[config.mk]
export PLATFORM = sky130hd
export DESIGN_NAME = riscv_alu_mc
export DESIGN_NICKNAME = d
export VERILOG_FILES = /design/src/rtl/riscv_alu_mc.sv
export SDC_FILE = /design/constraint.sdc
export NUM_CORES = 2
export LEC_CHECK = 0
export BUFFER_PORTS_ARGS = -buffer_cell sky130_fd_sc_hd__buf_2
export CORE_ASPECT_RATIO = 1.25
export CORE_MARGIN = 5
export CORE_UTILIZATION = 35
export DETAILED_ROUTE_END_ITERATION = 6
export GPL_ROUTABILITY_DRIVEN = 0
export PLACE_DENSITY_LB_ADDON = 0.12
export SETUP_SLACK_MARGIN = 0.15
export SYNTH_ARGS = -nofsm -noshare
export SYNTH_HDL_FRONTEND = slang
export SYNTH_SLANG_ARGS = --single-unit
[constraint.sdc]
create_clock -name clk_i -period 6.8 [get_ports clk_i]
set_clock_uncertainty 0.1 [all_clocks]
set_input_delay 0.68 -clock clk_i [delete_from_list [all_inputs] [get_ports clk_i]]
set_output_delay 0.68 -clock clk_i [all_outputs]
set_load 0.01 [all_outputs]
[src/rtl/riscv_alu_mc.sv]
`default_nettype none
//==============================================================================
// Module      : riscv_alu_mc
// Description : Multi-cycle ALU with valid/ready handshakes, a multi-cycle
//               multiply and (when RISCV_ALU_DIV_EN is defined) an iterative
//               radix-2 restoring divide/remainder unit.
// Revision    : 1.0 - initial release
//==============================================================================
module riscv_alu_mc #(
    parameter int XLEN        = 32,
    parameter int MUL_LATENCY = 2
) (
    input  logic            clk_i,
    input  logic            rst_i,
    input  logic            alu_valid_i,
    output logic            alu_ready_o,
    input  logic [3:0]      alu_op_i,
    input  logic [XLEN-1:0] alu_a_i,
    input  logic [XLEN-1:0] alu_b_i,
    output logic            alu_valid_o,
    input  logic            alu_ready_i,
    output logic [XLEN-1:0] alu_p_o
);

    localparam int c_SHW = $clog2(XLEN);
    localparam int c_MCW = (MUL_LATENCY > 1) ? $clog2(MUL_LATENCY) : 1;

    localparam logic [3:0] c_OP_NONE = 4'b0000;
    localparam logic [3:0] c_OP_SLL  = 4'b0001;
    localparam logic [3:0] c_OP_SRL  = 4'b0010;
    localparam logic [3:0] c_OP_SRA  = 4'b0011;
    localparam logic [3:0] c_OP_ADD  = 4'b0100;
    localparam logic [3:0] c_OP_REM  = 4'b0101;
    localparam logic [3:0] c_OP_SUB  = 4'b0110;
    localparam logic [3:0] c_OP_AND  = 4'b0111;
    localparam logic [3:0] c_OP_OR   = 4'b1000;
    localparam logic [3:0] c_OP_XOR  = 4'b1001;
    localparam logic [3:0] c_OP_SLTU = 4'b1010;
    localparam logic [3:0] c_OP_SLT  = 4'b1011;
    localparam logic [3:0] c_OP_MUL  = 4'b1100;
    localparam logic [3:0] c_OP_DIV  = 4'b1101;
    localparam logic [3:0] c_OP_DIVU = 4'b1110;
    localparam logic [3:0] c_OP_REMU = 4'b1111;

    typedef enum logic [1:0] {
        S_IDLE     = 2'd0,
        S_BUSY_MUL = 2'd1,
`ifdef RISCV_ALU_DIV_EN
        S_BUSY_DIV = 2'd3,
`endif
        S_DONE     = 2'd2
    } state_t;

    state_t           r_state;
    state_t           w_state_nxt;
    logic [XLEN-1:0]  r_a;
    logic [XLEN-1:0]  r_b;
    logic [XLEN-1:0]  r_p;
    logic [c_MCW-1:0] r_mul_cnt;
    logic             w_accept;
    logic [XLEN-1:0]  w_res;
    logic [c_SHW-1:0] w_shamt;
    logic [XLEN-1:0]  w_mul_in;
    logic [XLEN-1:0]  w_mul_reg;

    assign alu_ready_o = (r_state == S_IDLE) | ((r_state == S_DONE) & alu_ready_i);
    assign alu_valid_o = (r_state == S_DONE);
    assign alu_p_o     = r_p;
    assign w_accept    = alu_valid_i & alu_ready_o;
    assign w_shamt     = alu_b_i[c_SHW-1:0];
    assign w_mul_in    = alu_a_i * alu_b_i;
    assign w_mul_reg   = r_a * r_b;

`ifdef RISCV_ALU_DIV_EN
    localparam int              c_DCW = $clog2(XLEN);
    localparam logic [XLEN-1:0] c_MIN = {1'b1, {(XLEN-1){1'b0}}};

    logic [3:0]       r_op;
    logic [XLEN-1:0]  r_rem;
    logic [XLEN-1:0]  r_quo;
    logic [XLEN-1:0]  r_dvs;
    logic [c_DCW-1:0] r_div_cnt;
    logic             w_is_div_op;
    logic             w_in_signed;
    logic             w_in_quot;
    logic             w_div_zero;
    logic             w_div_ovf;
    logic             w_div_special;
    logic [XLEN-1:0]  w_div_special_res;
    logic [XLEN-1:0]  w_mag_a;
    logic [XLEN-1:0]  w_mag_b;
    logic             w_r_signed;
    logic             w_r_quot;
    logic             w_a_neg;
    logic             w_b_neg;
    logic [XLEN:0]    w_rem_sh;
    logic [XLEN:0]    w_diff;
    logic [XLEN-1:0]  w_rem_nxt;
    logic [XLEN-1:0]  w_quo_nxt;
    logic [XLEN-1:0]  w_div_res;

    assign w_is_div_op   = (alu_op_i == c_OP_REM) | (alu_op_i == c_OP_DIV) |
                           (alu_op_i == c_OP_DIVU) | (alu_op_i == c_OP_REMU);
    assign w_in_signed   = (alu_op_i == c_OP_DIV) | (alu_op_i == c_OP_REM);
    assign w_in_quot     = (alu_op_i == c_OP_DIV) | (alu_op_i == c_OP_DIVU);
    assign w_div_zero    = (alu_b_i == '0);
    assign w_div_ovf     = w_in_signed & (alu_a_i == c_MIN) & (alu_b_i == '1);
    assign w_div_special = w_div_zero | w_div_ovf;

    always_comb begin
        w_div_special_res = '0;
        if (w_div_zero) begin
            w_div_special_res = w_in_quot ? '1 : alu_a_i;
        end else if (w_div_ovf) begin
            w_div_special_res = w_in_quot ? c_MIN : '0;
        end
    end

    assign w_mag_a = (w_in_signed & alu_a_i[XLEN-1]) ? -alu_a_i : alu_a_i;
    assign w_mag_b = (w_in_signed & alu_b_i[XLEN-1]) ? -alu_b_i : alu_b_i;

    // Extra top bit keeps the shifted partial remainder exact for divisors >= 2^(XLEN-1).
    assign w_r_signed = (r_op == c_OP_DIV) | (r_op == c_OP_REM);
    assign w_r_quot   = (r_op == c_OP_DIV) | (r_op == c_OP_DIVU);
    assign w_a_neg    = w_r_signed & r_a[XLEN-1];
    assign w_b_neg    = w_r_signed & r_b[XLEN-1];
    assign w_rem_sh   = {r_rem, r_quo[XLEN-1]};
    assign w_diff     = w_rem_sh - {1'b0, r_dvs};
    assign w_rem_nxt  = w_diff[XLEN] ? w_rem_sh[XLEN-1:0] : w_diff[XLEN-1:0];
    assign w_quo_nxt  = {r_quo[XLEN-2:0], ~w_diff[XLEN]};
    assign w_div_res  = w_r_quot ? ((w_a_neg ^ w_b_neg) ? -w_quo_nxt : w_quo_nxt)
                                 : (w_a_neg ? -w_rem_nxt : w_rem_nxt);
`endif

    always_comb begin
        w_res = '0;
        case (alu_op_i)
            c_OP_NONE: w_res = '0;
            c_OP_SLL:  w_res = alu_a_i << w_shamt;
            c_OP_SRL:  w_res = alu_a_i >> w_shamt;
            c_OP_SRA:  w_res = $unsigned($signed(alu_a_i) >>> w_shamt);
            c_OP_ADD:  w_res = alu_a_i + alu_b_i;
            c_OP_SUB:  w_res = alu_a_i - alu_b_i;
            c_OP_AND:  w_res = alu_a_i & alu_b_i;
            c_OP_OR:   w_res = alu_a_i | alu_b_i;
            c_OP_XOR:  w_res = alu_a_i ^ alu_b_i;
            c_OP_SLTU: w_res = {{(XLEN-1){1'b0}}, (alu_a_i < alu_b_i)};
            c_OP_SLT:  w_res = {{(XLEN-1){1'b0}}, ($signed(alu_a_i) < $signed(alu_b_i))};
            c_OP_MUL:  w_res = w_mul_in;
`ifdef RISCV_ALU_DIV_EN
            c_OP_REM, c_OP_DIV, c_OP_DIVU, c_OP_REMU: w_res = w_div_special_res;
`else
            c_OP_REM, c_OP_DIV, c_OP_DIVU, c_OP_REMU: w_res = '0;
`endif
            default:   w_res = '0;
        endcase
    end

    always_comb begin
        w_state_nxt = r_state;
        case (r_state)
            S_IDLE, S_DONE: begin
                if (w_accept) begin
                    if ((alu_op_i == c_OP_MUL) && (MUL_LATENCY > 1)) begin
                        w_state_nxt = S_BUSY_MUL;
`ifdef RISCV_ALU_DIV_EN
                    end else if (w_is_div_op && !w_div_special) begin
                        w_state_nxt = S_BUSY_DIV;
`endif
                    end else begin
                        w_state_nxt = S_DONE;
                    end
                end else if ((r_state == S_DONE) && alu_ready_i) begin
                    w_state_nxt = S_IDLE;
                end
            end
            S_BUSY_MUL: begin
                if (r_mul_cnt == c_MCW'(1)) w_state_nxt = S_DONE;
            end
`ifdef RISCV_ALU_DIV_EN
            S_BUSY_DIV: begin
                if (r_div_cnt == '0) w_state_nxt = S_DONE;
            end
`endif
            default: w_state_nxt = S_IDLE;
        endcase
    end

    always_ff @(posedge clk_i or posedge rst_i) begin
        if (rst_i) begin
            r_state <= S_IDLE;
        end else begin
            r_state <= w_state_nxt;
        end
    end

    // Accepts only happen in IDLE/DONE, so they never collide with the busy updates.
    always_ff @(posedge clk_i or posedge rst_i) begin
        if (rst_i) begin
            r_a       <= '0;
            r_b       <= '0;
            r_p       <= '0;
            r_mul_cnt <= '0;
`ifdef RISCV_ALU_DIV_EN
            r_op      <= '0;
            r_rem     <= '0;
            r_quo     <= '0;
            r_dvs     <= '0;
            r_div_cnt <= '0;
`endif
        end else begin
            if (w_accept) begin
                r_a       <= alu_a_i;
                r_b       <= alu_b_i;
                r_mul_cnt <= c_MCW'(MUL_LATENCY - 1);
`ifdef RISCV_ALU_DIV_EN
                r_op      <= alu_op_i;
                r_rem     <= '0;
                r_quo     <= w_mag_a;
                r_dvs     <= w_mag_b;
                r_div_cnt <= c_DCW'(XLEN - 1);
`endif
                if (w_state_nxt == S_DONE) r_p <= w_res;
            end
            case (r_state)
                S_BUSY_MUL: begin
                    r_mul_cnt <= r_mul_cnt - 1'b1;
                    if (r_mul_cnt == c_MCW'(1)) r_p <= w_mul_reg;
                end
`ifdef RISCV_ALU_DIV_EN
                S_BUSY_DIV: begin
                    r_rem     <= w_rem_nxt;
                    r_quo     <= w_quo_nxt;
                    r_div_cnt <= r_div_cnt - 1'b1;
                    if (r_div_cnt == '0) r_p <= w_div_res;
                end
`endif
                default: ;
            endcase
        end
    end

endmodule
`default_nettype wire

# After elaboration in Yosys (flattened, before gate mapping)
# Index checks and enable logic that the tools add are counted.
[op_classes] n_eq_ne=18 bitwise_logic=6 mux=12 reduce_logical=6 shifts=3 addsub=3 n_lt_le_gt_ge=2 n_mul=2
[op_table] operator="case mux 32 bit (12 select lines)" count=1
[op_table] operator="two-way mux 32 bit" count=4
[op_table] operator="< comparator 32 bit" count=2
[op_table] operator="multiplier 32 x 32 -> 32 bit" count=2
[op_table] operator="adder 32 bit" count=1
[op_table] operator="bitwise AND 32 bit" count=1
[op_table] operator="== test 4 bit (second input constant)" count=8
[op_table] operator="bitwise OR 32 bit" count=1
[op_table] operator="left shift 32 x 5 -> 32 bit" count=1
[op_table] operator="right shift 32 x 5 -> 32 bit" count=1
[op_table] operator=">>> shifter 32 x 5 -> 32 bit" count=1
[op_table] operator="subtractor 32 bit" count=1
[op_table] operator="bitwise XOR 32 bit" count=1
[op_table] operator="== test 4 x 3 -> 1 bit (second input constant)" count=4
[op_table] operator="== test 4 x 2 -> 1 bit (second input constant)" count=2
[op_table] operator="two-way mux 2 bit" count=4
[op_table] operator="OR reduction 5 bit" count=1
[op_table] operator="== test 2 bit (second input constant)" count=2
[op_table] operator="== test 4 x 1 -> 1 bit (second input constant)" count=1
[op_table] operator="logical NOT 4 bit" count=1
[op_table] operator="case mux 2 bit (2 select lines)" count=1
[op_table] operator="bitwise AND 1 bit" count=2
[op_table] operator="== test 2 x 1 -> 1 bit (second input constant)" count=1
[op_table] operator="logical NOT 2 bit" count=1
[op_table] operator="6 further kinds" count=7
[totals] output_inout_bits=34 elab_cells=57 regBits=99 in_bits=72

# Longest topological paths before layout
[depth] word_depth=11 ltp_mapped=32 ltp_nobuf=27

# Worst setup path after synthesis
# OpenSTA, ideal clock, no wires.
[synth_timing] kind="in2reg" startpoint="input port alu_b_i[2]" endpoint="register r_p[30] (netlist: alu_p_o[30])" arrival_ns=8.370 path_stages=29 n_path_buf=5 path_slack_ns=-1.752 setup_ns=0.082 cell_sequence="clkbuf_1 inv_2 buf_1 clkbuf_1 buf_2 buf_1 nor2_1 fa_1 inv_1 fa_1 fa_1 fa_1 inv_1 fa_1 inv_1 fa_1 inv_1 fa_1 fa_1 ha_1 and3_1 a221o_1 a21oi_1 o22ai_1 or3_1 a21oi_1 and4b_1 nor3_1 a31oi_1"
[synth_via] elab_chain_cells=6 elab_cells_between_ends=11 cone_classes="2 x add/sub; 1 x mul; 3 x shift; 5 x mux"
[synth_rtl] item="start, declared" line_no="19" text="input logic [XLEN-1:0] alu_b_i,"
[synth_rtl] item="multiplier 32 x 32 -> 32 bit, or another cell as far along" line_no="71" text="assign w_mul_in = alu_a_i * alu_b_i;"
[synth_rtl] item="case mux 32 bit (12 select lines) (*)" line_no="137" text="case (alu_op_i)"
[synth_rtl] item="two-way mux 32 bit (*)" line_no="223" text="if (w_state_nxt == S_DONE) r_p <= w_res;"
[synth_rtl] item="two-way mux 32 bit (*)" line_no="212" text="if (w_accept) begin"
[synth_rtl] item="two-way mux 32 bit" line_no="228" text="if (r_mul_cnt == c_MCW'(1)) r_p <= w_mul_reg;"
[synth_rtl] item="two-way mux 32 bit (*)" line_no="225" text="case (r_state)"
[synth_rtl] item="end signal, assigned" line_no="223"
[synth_rtl] item="end signal, assigned" line_no="228"
[synth_rtl] item="end, declared" line_no="58" text="logic [XLEN-1:0] r_p;"
# Mark *: on every way between the ends. The rest lies on a longest branch, timed or not.
# A chain may end at the register's enable or synchronous reset.

# Worst setup path in the final report
[layout_timing] startpoint="input port alu_a_i[11]" endpoint="register r_p[30] (netlist: alu_p_o[30])"
[layout_via] elab_chain_cells=6 elab_cells_between_ends=11 cone_classes="2 x add/sub; 1 x mul; 3 x shift; 5 x mux"
[layout_rtl] item="start, declared" line_no="18" text="input logic [XLEN-1:0] alu_a_i,"
[layout_rtl] item="multiplier 32 x 32 -> 32 bit, or another cell as far along" line_no="71"
[layout_rtl] item="case mux 32 bit (12 select lines) (*)" line_no="137"
[layout_rtl] item="two-way mux 32 bit (*)" line_no="223"
[layout_rtl] item="two-way mux 32 bit (*)" line_no="212"
[layout_rtl] item="two-way mux 32 bit" line_no="228"
[layout_rtl] item="two-way mux 32 bit (*)" line_no="225"
# Marked as above.

==> impl_metrics.py <==
metrics = {
    "logic_synthesis": {
        "avgSynthCellArea_um2": 8.285,
        "ys_warn_count": 0,
        "ys_async_sr_fraction": 1.000,
        "netlist_area_um2": 41430,
        "synth_edf_count": 0,
        "synth_cell_type_count": 81,
        "synth_seq_area_share": 0.05980,
        "synth_nets": 6234,
        "ys_seq_elements": 99,
        "synth_flop_cell": "dfrtp_1",
        "synth_cells": 5001,
    },
    "critical_path": {
        "critPathArrivalTime_ns": 7.48,
        "crit_required_ns": 7.02,
        "cp-end-kind": "flip-flop",
        "crit_fanout": 7,
        "startpoint_type": "input port",
        "crit_type": "input port to flip-flop",
    },
    "grt": {
        "grt_pass1_vias": 39630,
        "antenna_found_initial": 9,
        "grt_pass1_wl_um": 258500,
        "overflow": 0,
        "grtUsageTotal": 0.2735,
        "grt_max_degree": 99,
    },
    "final_layout": {
        "final_cell_mix": "inv_1 (908), fa_1 (781), nand2_1 (708)",
        "fin_nets": 6738,
        "drive_gt1_frac": 0.2105,
        "final_common_cell": "inv_1",
        "finish.instance_area_um2": 50950,
        "areaGrowthSynthToFinish_pct": 22.97,
    },
    "sta": {
        "max-slew-margin-rel": 0.3052,
        "max_freq_mhz": 137.8,
        "slew_viol_final": 0,
        "rsz0062_at_grt": "yes",
        "finalCritPeriodShare": 1.067,
        "fin_ws_ns": -0.4561,
        "tightest_slew_ns": 1.038,
        "timing.final.hold_violations": 0,
        "setup_violations": 8,
        "fin_crit_ns": 7.256,
    },
    "job": {
        "drv_cap": 0,
    },
    "clock_network": {
        "cts_inserted_buffers": 9,
        "tritoncts": "built",
        "clockRootBuffer": "clkbuf_16",
        "cts.path.max_buffers": 2,
        "clk_pin_slew_ns": 0.08,
        "cts.htree.levels": 3,
        "holdBufCountCts": 0,
        "cts.sinks": 99,
        "clock_latency_ns": 0.41,
    },
    "floorplanning": {
        "rows": 141,
        "die_x_um": 317.7,
        "die_area_um2": 125400,
        "core_um2": 117800,
        "ios": 106,
        "die_y_um": 394.7,
        "initial_core_util": 0.3516,
    },
    "detailed_routing": {
        "route.detailed.drc": 0,
        "drtIter0Drc": 2850,
        "viasPerCell": 5.224,
        "vias": 37040,
        "firstDrtPassIters": 6,
        "wl_um": 173800,
        "drtAntennaViolNets": 0,
        "wl_per_cell_um": 24.52,
    },
    "status": {
        "status": "finished, violations left",
        "violations": "setup timing",
    },
    "placed_design": {
        "hpwl_um": 145500,
        "postPlaceCellArea_um2": 48200,
        "io_buffers": 105,
    },
    "min_path": {
        "hold_path.class": "input port to async pin",
    },
}
-- synthesized netlist by cell type, types with 7 or more instances --
| master | instances | area (µm²) |
|---|---|---|
| nand2b_1 | 24 | 150.1 |
| or3_1 | 14 | 87.58 |
| o22ai_1 | 21 | 131.4 |
| o2111ai_1 | 10 | 87.58 |
| a31oi_1 | 19 | 118.9 |
| dfrtp_1 | 99 | 2477 |
| o221ai_1 | 18 | 157.7 |
| xor2_1 | 33 | 289.0 |
| clkbuf_1 | 240 | 900.9 |
| mux2i_1 | 45 | 450.4 |
| o31ai_1 | 19 | 142.6 |
| a21o_1 | 32 | 240.2 |
| a21oi_1 | 142 | 710.7 |
| nor3_1 | 42 | 210.2 |
| nor2_1 | 521 | 1956 |
| o21bai_1 | 15 | 112.6 |
| clkinv_1 | 15 | 56.30 |
| nor4_1 | 8 | 50.05 |
| nor2b_1 | 20 | 125.1 |
| ha_1 | 343 | 4292 |
| nand4_1 | 13 | 81.33 |
| a22oi_1 | 22 | 165.2 |
| a221oi_1 | 27 | 236.5 |
| nand3_1 | 37 | 185.2 |
| o21ai_0 | 205 | 1026 |
| buf_2 | 20 | 100.1 |
| mux4_2 | 41 | 923.4 |
| nand2_1 | 733 | 2751 |
| inv_1 | 964 | 3618 |
| a311oi_1 | 8 | 70.07 |
| and3_1 | 12 | 75.07 |
| o211ai_1 | 26 | 195.2 |
| xnor2_1 | 78 | 683.2 |
| a2111oi_0 | 8 | 70.07 |
| o21a_1 | 7 | 52.55 |
| fa_1 | 818 | 16380 |
| a211oi_1 | 34 | 255.2 |
| buf_1 | 45 | 168.9 |
| and2_1 | 137 | 857.1 |
-- metrics by stage --
step           utilization  hold WS, ns  std cells  worst slack (ns)  TNS (ns)
2_1_floorplan            -       0.3502       5001           -0.6161    -1.129
3_3_place_gp        0.4090       0.3683       6968            -1.022    -5.260
3_5_place_dp        0.4090       0.3710       6968            -1.108    -5.259
4_1_cts             0.4248       0.2256       7042           -0.3315    -1.500
5_1_grt             0.4323       0.2629       7089           -0.6494    -3.981
6_report            0.4323       0.2171       7090           -0.4561    -1.831
-- critical path, cell delays in order --
cell	delay (ns)
buf_4	0.11
clkinvlp_4	0.18
buf_4	0.19
buf_6	0.13
nor2_1	0.15
fa_1	0.43
inv_1	0.09
fa_1	0.44
fa_1	0.59
fa_1	0.45
fa_1	0.56
inv_1	0.08
fa_1	0.46
fa_1	0.52
fa_1	0.43
ha_1	0.33
nor2b_1	0.17
o21ai_1	0.17
a21oi_2	0.10
or3_4	0.39
a21oi_4	0.26
buf_6	0.15
and4b_1	0.18
nor3_1	0.06
a31oi_1	0.18
-- logic make-up after synthesis --
group,after synthesis,synth area share
multiplexers,92,0.03479
XOR/XNOR,111,0.02347
flip-flops,99,0.05980
adder cells (fa/ha/maj),1161,0.4988
AO/OA/AOI/OAI,667,0.1037
buffers and inverters,1289,0.1177
AND/OR/NAND/NOR,1582,0.1617
-- layer usage --
layer,wire length [µm],GRT usage,part of all wire,up-vias
met4,12290,0.1475,0.071,4
li1,-,-,-,16450
met5,27,0,0.00016,-
met1,66760,0.3301,0.38,18840
met3,8576,0.02852,0.049,447
met2,86180,0.4806,0.50,1303
-- state kept, by name, indices dropped and copies added (netlist names) --
signal,cells
r_state,2
r_a,32
r_b,32
r_mul_cnt,1
alu_p_o,32
-- final cells by class --
type,count,area (µm²)
multi-input cells,3613,35180
clock inverters,6,56.30
well taps,1573,1968
diodes,7,17.52
fillers,12130,66900
repair buffers,801,7251
flip-flops and latches,99,2492
clock buffers,10,239.0
inverters,981,3741
-- repair_timing --
action,in CTS,in global routing
buffers inserted,54,39
pin swaps,169,131
gates resized for setup,279,116
cloned,5,2
setup endpoints to repair,15,16
-- final timing paths --
check / startpoint / endpoint / slack, ns / depth (start not counted)
worst max-delay path: alu_a_i[11] / alu_p_o[30] / -0.46 / 25
worst min-delay path: rst_i / alu_p_o[10] / 0.22 / 2
worst max register to register: r_a[12] / alu_p_o[23] / -0.26 / 29
worst min register to register: r_b[31] / r_b[31] / 0.39 / 2
max in group asynchronous: rst_i / r_a[7] / 5.00 / 3
min in group clk_i: r_b[31] / r_b[31] / 0.39 / 2
Power is not shown: default switching activity piles up to over one toggle a cycle in this logic, so the estimate is an artifact.
